<file path="config.mk">
export PLATFORM = sky130hd
export DESIGN_NAME = alu_math_mc
export DESIGN_NICKNAME = d
export VERILOG_FILES = /design/src/rtl/simple_processor_pkg.sv /design/src/rtl/alu_mul_iter.sv /design/src/rtl/alu_math_mc.sv
export SDC_FILE = /design/constraint.sdc
export NUM_CORES = 1
export LEC_CHECK = 0
export ABC_CLOCK_PERIOD_IN_PS = 5200
export CORE_AREA = 2 2 163 165
export CTS_CLUSTER_DIAMETER = 60
export DETAILED_ROUTE_END_ITERATION = 10
export DIE_AREA = 0 0 165 167
export PLACE_DENSITY = 0.78
export RECOVER_POWER = 50
export SYNTH_ARGS = -nofsm -noshare
export SYNTH_HDL_FRONTEND = slang
export SYNTH_HIERARCHICAL = 1
export SYNTH_SLANG_ARGS = --single-unit
</file>
<file path="constraint.sdc">
create_clock -name clk_i -period 5.2 [get_ports clk_i]
set_input_delay 1.04 -clock clk_i [delete_from_list [all_inputs] [get_ports clk_i]]
set_output_delay 1.04 -clock clk_i [all_outputs]
set_load 0.01 [all_outputs]
</file>
<file path="src/rtl/simple_processor_pkg.sv">
// Shared types for the simple processor ALU: operation encodings, result flags
// and the multi-cycle ALU state enum.
package simple_processor_pkg;

   localparam int unsigned FUNC_WIDTH = 3;

   // Encodings 4..7 are unused and reported as invalid requests.
   typedef enum logic [FUNC_WIDTH-1:0] {
      FUNC_ADD  = 3'd0,
      FUNC_ADDI = 3'd1,
      FUNC_SUB  = 3'd2,
      FUNC_MUL  = 3'd3
   } func_t;

   typedef struct packed {
      logic zero;
      logic carry;
      logic overflow;
   } alu_flags_t;

   typedef enum logic {
      IDLE     = 1'b0,
      MUL_BUSY = 1'b1
   } alu_mc_state_t;

   localparam alu_flags_t INVALID_FLAGS = '{zero: 1'b1, carry: 1'b0, overflow: 1'b0};

   function automatic logic is_addsub(input func_t f);
      return (f == FUNC_ADD) || (f == FUNC_ADDI) || (f == FUNC_SUB);
   endfunction

endpackage

</file>
<file path="src/rtl/alu_mul_iter.sv">
// Iterative unsigned shift-add multiplier: one multiplier bit per cycle,
// DATA_WIDTH iterations after start, then a one-cycle done pulse.
module alu_mul_iter #(
   parameter int unsigned DATA_WIDTH = 32
) (
   input  logic                    clk_i,
   input  logic                    rst_i,
   input  logic                    start,
   input  logic [DATA_WIDTH-1:0]   op_a,
   input  logic [DATA_WIDTH-1:0]   op_b,
   output logic                    busy,
   output logic                    done,
   output logic [2*DATA_WIDTH-1:0] product
);

   localparam int unsigned CNT_WIDTH  = $clog2(DATA_WIDTH + 1);
   localparam int unsigned PROD_WIDTH = 2 * DATA_WIDTH;

   logic [PROD_WIDTH-1:0] mcand;
   logic [DATA_WIDTH-1:0] mplier;
   logic [CNT_WIDTH-1:0]  count;

   // Product accumulates in place; the multiplicand shifts left as the
   // multiplier is consumed LSB first.
   always_ff @(posedge clk_i) begin
      if (rst_i) begin
         mcand   <= '0;
         mplier  <= '0;
         count   <= '0;
         product <= '0;
         busy    <= 1'b0;
         done    <= 1'b0;
      end else begin
         done <= 1'b0;
         if (start) begin
            mcand   <= PROD_WIDTH'(op_a);
            mplier  <= op_b;
            product <= '0;
            count   <= '0;
            busy    <= 1'b1;
         end else if (busy) begin
            if (mplier[0]) begin
               product <= product + mcand;
            end
            mcand  <= mcand << 1;
            mplier <= mplier >> 1;
            count  <= count + CNT_WIDTH'(1);
            if (count == CNT_WIDTH'(DATA_WIDTH - 1)) begin
               busy <= 1'b0;
               done <= 1'b1;
            end
         end
      end
   end

endmodule

</file>
<file path="src/rtl/alu_math_mc.sv">
// Multi-cycle handshaked math ALU: single-cycle ADD/ADDI/SUB, iterative MUL,
// registered result with zero/carry/overflow flags and an invalid-op error.
module alu_math_mc
   import simple_processor_pkg::*;
#(
   parameter int unsigned DATA_WIDTH = 32,
   parameter int unsigned IMM_WIDTH  = 6
) (
   input  logic                  clk_i,
   input  logic                  rst_i,
   input  logic                  valid_i,
   output logic                  ready_o,
   input  func_t                 func_i,
   input  logic [DATA_WIDTH-1:0] rs1_data_i,
   input  logic [DATA_WIDTH-1:0] rs2_data_i,
   input  logic [IMM_WIDTH-1:0]  imm_i,
   output logic                  valid_o,
   input  logic                  ready_i,
   output logic [DATA_WIDTH-1:0] result_o,
   output logic                  zero_o,
   output logic                  carry_o,
   output logic                  overflow_o,
   output logic                  err_o
);

   localparam int unsigned SUM_WIDTH = DATA_WIDTH + 1;
   localparam int unsigned EXT_WIDTH = DATA_WIDTH - IMM_WIDTH;

   alu_mc_state_t state;
   alu_flags_t    flags_q;

   logic                    accept;
   logic                    mul_start;
   logic                    mul_busy;
   logic                    mul_done;
   logic [2*DATA_WIDTH-1:0] mul_product;

   logic [DATA_WIDTH-1:0] imm_ext;
   logic [DATA_WIDTH-1:0] op_b;
   logic                  carry_in;
   logic [SUM_WIDTH-1:0]  sum;
   alu_flags_t            add_flags;
   alu_flags_t            mul_flags;

   assign ready_o   = (state == IDLE) && (!valid_o || ready_i);
   assign accept    = valid_i && ready_o;
   assign mul_start = accept && (func_i == FUNC_MUL);

   assign zero_o     = flags_q.zero;
   assign carry_o    = flags_q.carry;
   assign overflow_o = flags_q.overflow;

   assign imm_ext = {{EXT_WIDTH{imm_i[IMM_WIDTH-1]}}, imm_i};

   // Shared adder: SUB is rs1 + ~rs2 + 1 so carry-out means "no borrow".
   always_comb begin
      op_b     = rs2_data_i;
      carry_in = 1'b0;
      case (func_i)
         FUNC_ADDI: op_b = imm_ext;
         FUNC_SUB: begin
            op_b     = ~rs2_data_i;
            carry_in = 1'b1;
         end
         default: ;
      endcase
      sum = {1'b0, rs1_data_i} + {1'b0, op_b} + SUM_WIDTH'(carry_in);
      add_flags.zero     = (sum[DATA_WIDTH-1:0] == '0);
      add_flags.carry    = sum[DATA_WIDTH];
      add_flags.overflow = (rs1_data_i[DATA_WIDTH-1] == op_b[DATA_WIDTH-1]) &&
                           (sum[DATA_WIDTH-1] != rs1_data_i[DATA_WIDTH-1]);
   end

   // Product high half feeds both carry and overflow for the unsigned MUL.
   always_comb begin
      mul_flags.zero     = (mul_product[DATA_WIDTH-1:0] == '0);
      mul_flags.carry    = |mul_product[2*DATA_WIDTH-1:DATA_WIDTH];
      mul_flags.overflow = |mul_product[2*DATA_WIDTH-1:DATA_WIDTH];
   end

   alu_mul_iter #(
      .DATA_WIDTH (DATA_WIDTH)
   ) u_mul (
      .clk_i   (clk_i),
      .rst_i   (rst_i),
      .start   (mul_start),
      .op_a    (rs1_data_i),
      .op_b    (rs2_data_i),
      .busy    (mul_busy),
      .done    (mul_done),
      .product (mul_product)
   );

   // Control FSM and output register; a consumed result is dropped unless a
   // new one loads on the same edge.
   always_ff @(posedge clk_i) begin
      if (rst_i) begin
         state    <= IDLE;
         valid_o  <= 1'b0;
         result_o <= '0;
         flags_q  <= '0;
         err_o    <= 1'b0;
      end else begin
         if (valid_o && ready_i) begin
            valid_o <= 1'b0;
         end
         case (state)
            IDLE: begin
               if (accept) begin
                  if (func_i == FUNC_MUL) begin
                     state <= MUL_BUSY;
                  end else if (is_addsub(func_i)) begin
                     valid_o  <= 1'b1;
                     result_o <= sum[DATA_WIDTH-1:0];
                     flags_q  <= add_flags;
                     err_o    <= 1'b0;
                  end else begin
                     valid_o  <= 1'b1;
                     result_o <= '0;
                     flags_q  <= INVALID_FLAGS;
                     err_o    <= 1'b1;
                  end
               end
            end
            MUL_BUSY: begin
               if (mul_done && !mul_busy) begin
                  state    <= IDLE;
                  valid_o  <= 1'b1;
                  result_o <= mul_product[DATA_WIDTH-1:0];
                  flags_q  <= mul_flags;
                  err_o    <= 1'b0;
               end
            end
         endcase
      end
   end

endmodule

</file>
# Word-level counts from Yosys, hierarchy flattened
# Index checks and enable logic that the tools add are counted.
[totals] regBits=206 latchBits=0 ramBits=0 romBits=0 inputBits=77 out_inout_bits=38 word_cells=84 memories=0
[op_classes] n_addsub=4 n_mul=0 div_mod_pow=0 n_lt_le_gt_ge=0 n_eq_ne=9 shifts=0 muxes=34 n_bitwise=3 n_reduce_logical=20
[ops] operator="$mux 32" count=8
[ops] operator="$pmux 32 s2" count=2
[ops] operator="$add 64x64->64" count=1
[ops] operator="$logic_not 32->1" count=2
[ops] operator="$add 32x32->33" count=1
[ops] operator="$add 33x1->33" count=1
[ops] operator="$not 32->32" count=1
[ops] operator="$reduce_or 32->1" count=1
[ops] operator="$mux 1" count=16
[ops] operator="$mux 3" count=4
[ops] operator="$add 6x1->6 const B" count=1
[ops] operator="$eq 3x2->1 const B" count=2
[ops] operator="$eq 6x5->1 const B" count=1
[ops] operator="$logic_and 1x1->1" count=6
[ops] operator="$pmux 1 s2" count=3
[ops] operator="$pmux 3 s2" count=1
[ops] operator="$ne 2x2->1 const B" count=2
[ops] operator="$eq 3x1->1 const B" count=1
[ops] operator="$logic_not 3->1" count=1
[ops] operator="$logic_or 1x1->1" count=3
[ops] operator="$reduce_and 3->1" count=1
[ops] operator="$reduce_or 3->1" count=1
[ops] operator="$logic_not 1->1" count=2
[ops] operator="$ne 2x1->1 const B" count=1
[ops] operator="other kinds (6)" count=7

# Logic depth before layout (Yosys ltp)
# Gate-level depths: netlist of the first run.
[depth] word_depth=10 mapped_depth=17 mapped_depth_nobuf=16

# Hierarchy
# The synthesis of the first run kept the hierarchy.
[by_module_without_submodules] mod="alu_mul_iter" instances=1 cells_each=1286 area_per_inst_um2=10252.3 seq_area_each_um2=3363.2
[by_module_without_submodules] mod="alu_math_mc" instances=1 cells_each=645 area_per_inst_um2=4476.8 seq_area_each_um2=760.7

# Worst setup path after synthesis of the first run
# Ideal clock, no wire load.
[synth_timing] kind="input -> register" start="input func_i[0]" end="register flags_q (netlist bit zero_o)" setup_time_ns=0.096 t_arrival_ns=4.669 required_ns=5.104 setup_slack_ns=0.435 stages=15 path_buffers=2 cell_sequence="clkbuf_1 -> nand3b_1 -> clkbuf_1 -> inv_1 -> fa_1 -> fa_1 -> nand3_1 -> a21o_1 -> a21oi_1 -> or3_1 -> a221o_1 -> or4_4 -> nor4b_2 -> nand4_1 -> o41ai_2"
[synth_via] elab_chain_cells=9 elab_cells_between_ends=17 classes_between="add/sub (2); eq/ne (4); mux (6); reduce/logical (5)"
[synth_lines] element="start, declared" line="alu_math_mc.sv:13" text="input func_t func_i,"
[synth_lines] element="$eq 3x2->1 / $eq 3x1->1 (equally long branches)" line="simple_processor_pkg.sv:29, alu_math_mc.sv:59"
[synth_lines] element="$pmux 32 s2" line="alu_math_mc.sv:59" text="case (func_i)"
[synth_lines] element="$add 32x32->33" line="alu_math_mc.sv:67" text="sum = {1'b0, rs1_data_i} + {1'b0, op_b} + SUM_WIDTH'(carry_in);"
[synth_lines] element="$add 33x1->33" line="alu_math_mc.sv:67"
[synth_lines] element="$logic_not 32->1" line="alu_math_mc.sv:68" text="add_flags.zero = (sum[DATA_WIDTH-1:0] == '0);"
[synth_lines] element="$mux 3" line="alu_math_mc.sv:112" text="end else if (is_addsub(func_i)) begin"
[synth_lines] element="$mux 3" line="alu_math_mc.sv:110" text="if (func_i == FUNC_MUL) begin"
[synth_lines] element="$mux 3" line="alu_math_mc.sv:109" text="if (accept) begin"
[synth_lines] element="$pmux 3 s2" line="alu_math_mc.sv:107" text="case (state)"
[synth_lines] element="end signal, assigned" line="alu_math_mc.sv:115" text="flags_q <= add_flags;"
[synth_lines] element="end signal, assigned" line="alu_math_mc.sv:130" text="flags_q <= mul_flags;"
[synth_lines] element="end, declared" line="alu_math_mc.sv:30" text="alu_flags_t flags_q;"
# Several ways; a longest one is shown, not always the timed one. The select of a mux whose other input is x is not followed.
# A chain may end at the register's enable or synchronous reset.

# Final worst setup path of the first run
# Ends and elaborated chain as after synthesis.

==> impl_results.md, run 1 <==
* Library cell appearing most often on the critical path: fa_1
* Maximum count of clock buffers along a single path at 3
* Kind of start point of the critical path: input pin
* Depth of the worst hold-timing path at 2
* Leading cell types by count after synthesis: nor2_1 (300), nand2_1 (232), a21oi_1 (213)
* Number of inserted diodes at 0
* Post-route DRC violation count at 0
* Outcome: finished with violations
* Max_slew headroom at -55.41%
* Starting density of the core at 57.17%
* Terminating pin of the worst hold path: u_mul/product[43]$_SDFFE_PP0P_
* Complex-gate fraction of the synthesized area at 24.97%
* Worst slack at placement at -0.008439 ns
* Synthesized Nets at 2106
* Nets at 2166
* CTS clk-pin slew, worst paths at 0.06 ns
* Number of distinct library cell variants in the gate-level netlist after synthesis at 101
* Total Wirelength at 43720 µm
* Post_cts resized at 0
* Via count of the first global-routing pass at 13420
* Placer's final routability congestion estimate at 0.9776
* Share of synthesized cell area in full adder, half adder and majority cells at 8.478%
* Critical path buffer and inverter count at 2
* Count of vias placed by the detailed router at 14570
* CTS tree: yes
* DIE AREA at 27560 µm²
* Source of the worst hold timing path: u_mul/product[43]$_SDFFE_PP0P_
* Starting DRC count in detailed routing at 1371
* VDD IR max at 262.4 µV
* Cell type of the slowest stage on the worst timing path: dlygate4sd3_1
* Setup slack on the worst flop-to-flop path at 1.47 ns
* Die extent in x at 165 µm
* Synthesis-to-finish area growth at 14.84%
* Critical path's largest stage delay at 0.71 ns
* Core region area at 25760 µm²
* List of cells traversed by the critical path: dlygate4sd3_1 -> clkbuf_1 -> a31oi_1 -> fa_1 -> fa_1 -> nand3_1 -> a21o_1 -> a21oi_1 -> or3_1 -> a221o_1 -> or4_4 -> nor4b_2 -> nand4_1 -> o41ai_2
* # setup viols final at 0
* Gr ovfl total at 0
* Share of Yosys cell area claimed by the top area cell type at 28.00%
* Detailed-route wire length per cell at 18.65 µm
* Violated checks: capacitance limit, slew limit
* Total track usage at 31.04%
* Number of max-slew violations in the final report at 233
* Port Buffers at 114
* I/O pin total at 115
* Ratio of cells with drive above 1 in the final layout at 6.919%
* Worst clock skew on the final layout at 0.009910 ns
* Part of the cycle the worst path needs at 93.51%
* Hold_buf cts at 0
* Cell accounting for the most synthesized area: dfxtp_1
* Placed Instances at 2299
* Final Critical Period at 4.862 ns
* Endpoint type of the worst setup path: flop
* Fill count at 2301
* Fraction of synthesis flops using an asynchronous set or reset pin at 0%
* Number of enable-type register cells in the synthesized netlist at 0
* Length of the first detailed-routing pass in iterations at 5
* Std cell rows at 59
* Top FF cell, synth: dfxtp_1
* Die Height at 167 µm
* Max-cap violations at 3
* #FFs+latches synth at 206
* Worst-case setup margin in the final layout at 0.3377 ns
* Antenna-violating nets left at 0
* Antenna violations before repair at 1
* Crit Path Category: input pin to flop
* Class of the most critical hold timing path: flop to flop
* Maximum fanout count along the critical path at 9
* Yosys warnings at 6
* Post-synthesis instance area at 14730 µm²
* Actual slew at the worst max-slew pin at 2.331 ns
* Post-synthesis instance total at 1931
* Source of the worst register-to-register timing path: state$_SDFF_PP0_
* Final hold violation count at 0
* Dominant cells by area after synthesis: dfxtp_1 (28%), ha_1 (8.1%), nor2_1 (7.6%)
* Static Leak at 0.006844 µW
* Synth Area in XOR/XNOR at 4.519%
* Top achievable clock speed at 205.7 MHz
* Most frequent cell after synthesis: nor2_1
* Dominant combinational cell family by area after synthesis: compound AO/OA/AOI/OAI gates
* Critical path data arrival time at 5.30 ns
* Largest net degree at the start of global routing at 131
* Part of the Yosys area used for sequential elements at 28.00%
* Mean post-synth cell area at 7.628 µm²
* Vias per inst at 6.214
* Kind of cell adding the most delay to the critical path: simple AND/OR/NAND/NOR gates
* Worst r2r dst: u_mul/product[57]$_SDFFE_PP0P_
* Detailed-placement wirelength estimate at 32990 µm
* Worst Path Required at 5.63 ns
* Share of cell area taken by muxes after synthesis at 7.017%
* Buffers inserted during post-CTS setup optimization at 0
* Global-route wire length before repair at 70000 µm
* Clock net sink count at 206
* Htree depth at 1
* Post-Synth Simple-Gate Area at 22.38%
* FF-to-FF path depth at 9
* Buffer type at the clock tree root: clkbuf_16
* Worst skew pair latency at 0.53 ns
* Number of buffers created by CTS at 25
* Setup repair after global routing missed its margin: no
* Layout Cells excl Fill at 2344
* Power density over cell area at 258.8 nW/µm²
## worst min-delay path, delay by kind of cell, from the launching register on
family / cells / cell delay [ns]
and+or+nand+nor: 1 / 0.06
DFF: 1 / 0.32
AOI/OAI and AO/OA: 1 / 0.05
## metrics by stage
stage                     setup TNS (ns)  area [µm²]  util (%)  hold WS [ns]  power [µW]
after CTS                              0       16930     65.71        0.4783        4394
after global placement                 0       16060     62.32        0.4562        2557
after global routing                   0       16920     65.65        0.4980        4552
after detailed placement       -0.008439       16060     62.32        0.4701        2568
final                                  0       16920     65.65        0.4760        4378
after floorplan                        0       14730         -        0.4430        2230
## placed cells by master (no fill, tap or decap), types with 19 or more instances in the layout
cell type and n:
o211ai_1 39, buf_4 38, nand3_1 33, nor3_1 40
a21oi_1 213, nor2_1 300, ha_1 95, xor2_1 32
dfxtp_1 205, o21bai_1 19, dlygate4sd3_1 38, xnor2_1 44
clkdlybuf4s50_1 75, a21o_1 41, nand4_1 35, inv_1 28
nand2_1 232, clkbuf_16 25, o21ai_0 74, mux2i_1 101
## layout make-up
cell class | count | area [µm²] | share of cell area (%)
clock inverter | 13 | 170.2 | 1.006
inverter | 30 | 113.9 | 0.6731
tap | 335 | 419.2 | 2.478
sequential | 206 | 4128 | 24.40
multi-input combinational | 1571 | 9925 | 58.67
clock buffer | 32 | 701.9 | 4.150
timing repair buffer | 157 | 1458 | 8.617
## sequential cells by signal, indices dropped and copies added, names as in the netlist
| name | cells |
|---|---|
| u_mul/mcand | 64 |
| u_mul/done | 1 |
| valid_o | 1 |
| err_o | 1 |
| u_mul/mplier | 32 |
| u_mul/busy | 1 |
| state | 1 |
| u_mul/count | 6 |
| result_o | 32 |
| u_mul/product | 64 |
| overflow_o | 1 |
| carry_o | 1 |
| zero_o | 1 |
## worst max path at each step
stage,from,endpoint,slack (ns),cells after the start
floorplan,func_i[0],zero_o$_SDFFE_PP0P_,0.44,15
global placement,func_i[2],zero_o$_SDFFE_PP0P_,0.07,15
detailed placement,func_i[2],zero_o$_SDFFE_PP0P_,-0.008,15
CTS,func_i[2],zero_o$_SDFFE_PP0P_,0.51,15
global route,func_i[0],zero_o$_SDFFE_PP0P_,0.11,14
finish,func_i[0],zero_o$_SDFFE_PP0P_,0.34,14
## cell families after synthesis
logic type / after synthesis
multiplexers: 103
buffers and inverters: 154
AND/OR/NAND/NOR: 738
flip-flops: 206
XOR/XNOR: 76
adder cells (fa/ha/maj): 98
AO/OA/AOI/OAI: 556
## power by group
part	leakage (µW)	internal, µW	switching [µW]
sequential	0.00167	1620	30.5
clock	0.000419	1110	725
combinational	0.00476	369	527
total	0.00684	3100	1280
## routing by layer
metal,up-vias,global-route usage [%],wire (µm)
met5,-,0,11
met2,552,49.13,19660
li1,7105,-,-
met3,86,3.935,2783
met4,2,9.565,1292
met1,6820,43.83,19980
No activity file was read; power rests on OpenSTA's default activity.
==> run 2, diff against run 1 <==
- HOLD_SLACK_MARGIN: default -> 0.02
==> results of run 2 <==
No change in the layout: final DEF, timing and power equal those of run 1.
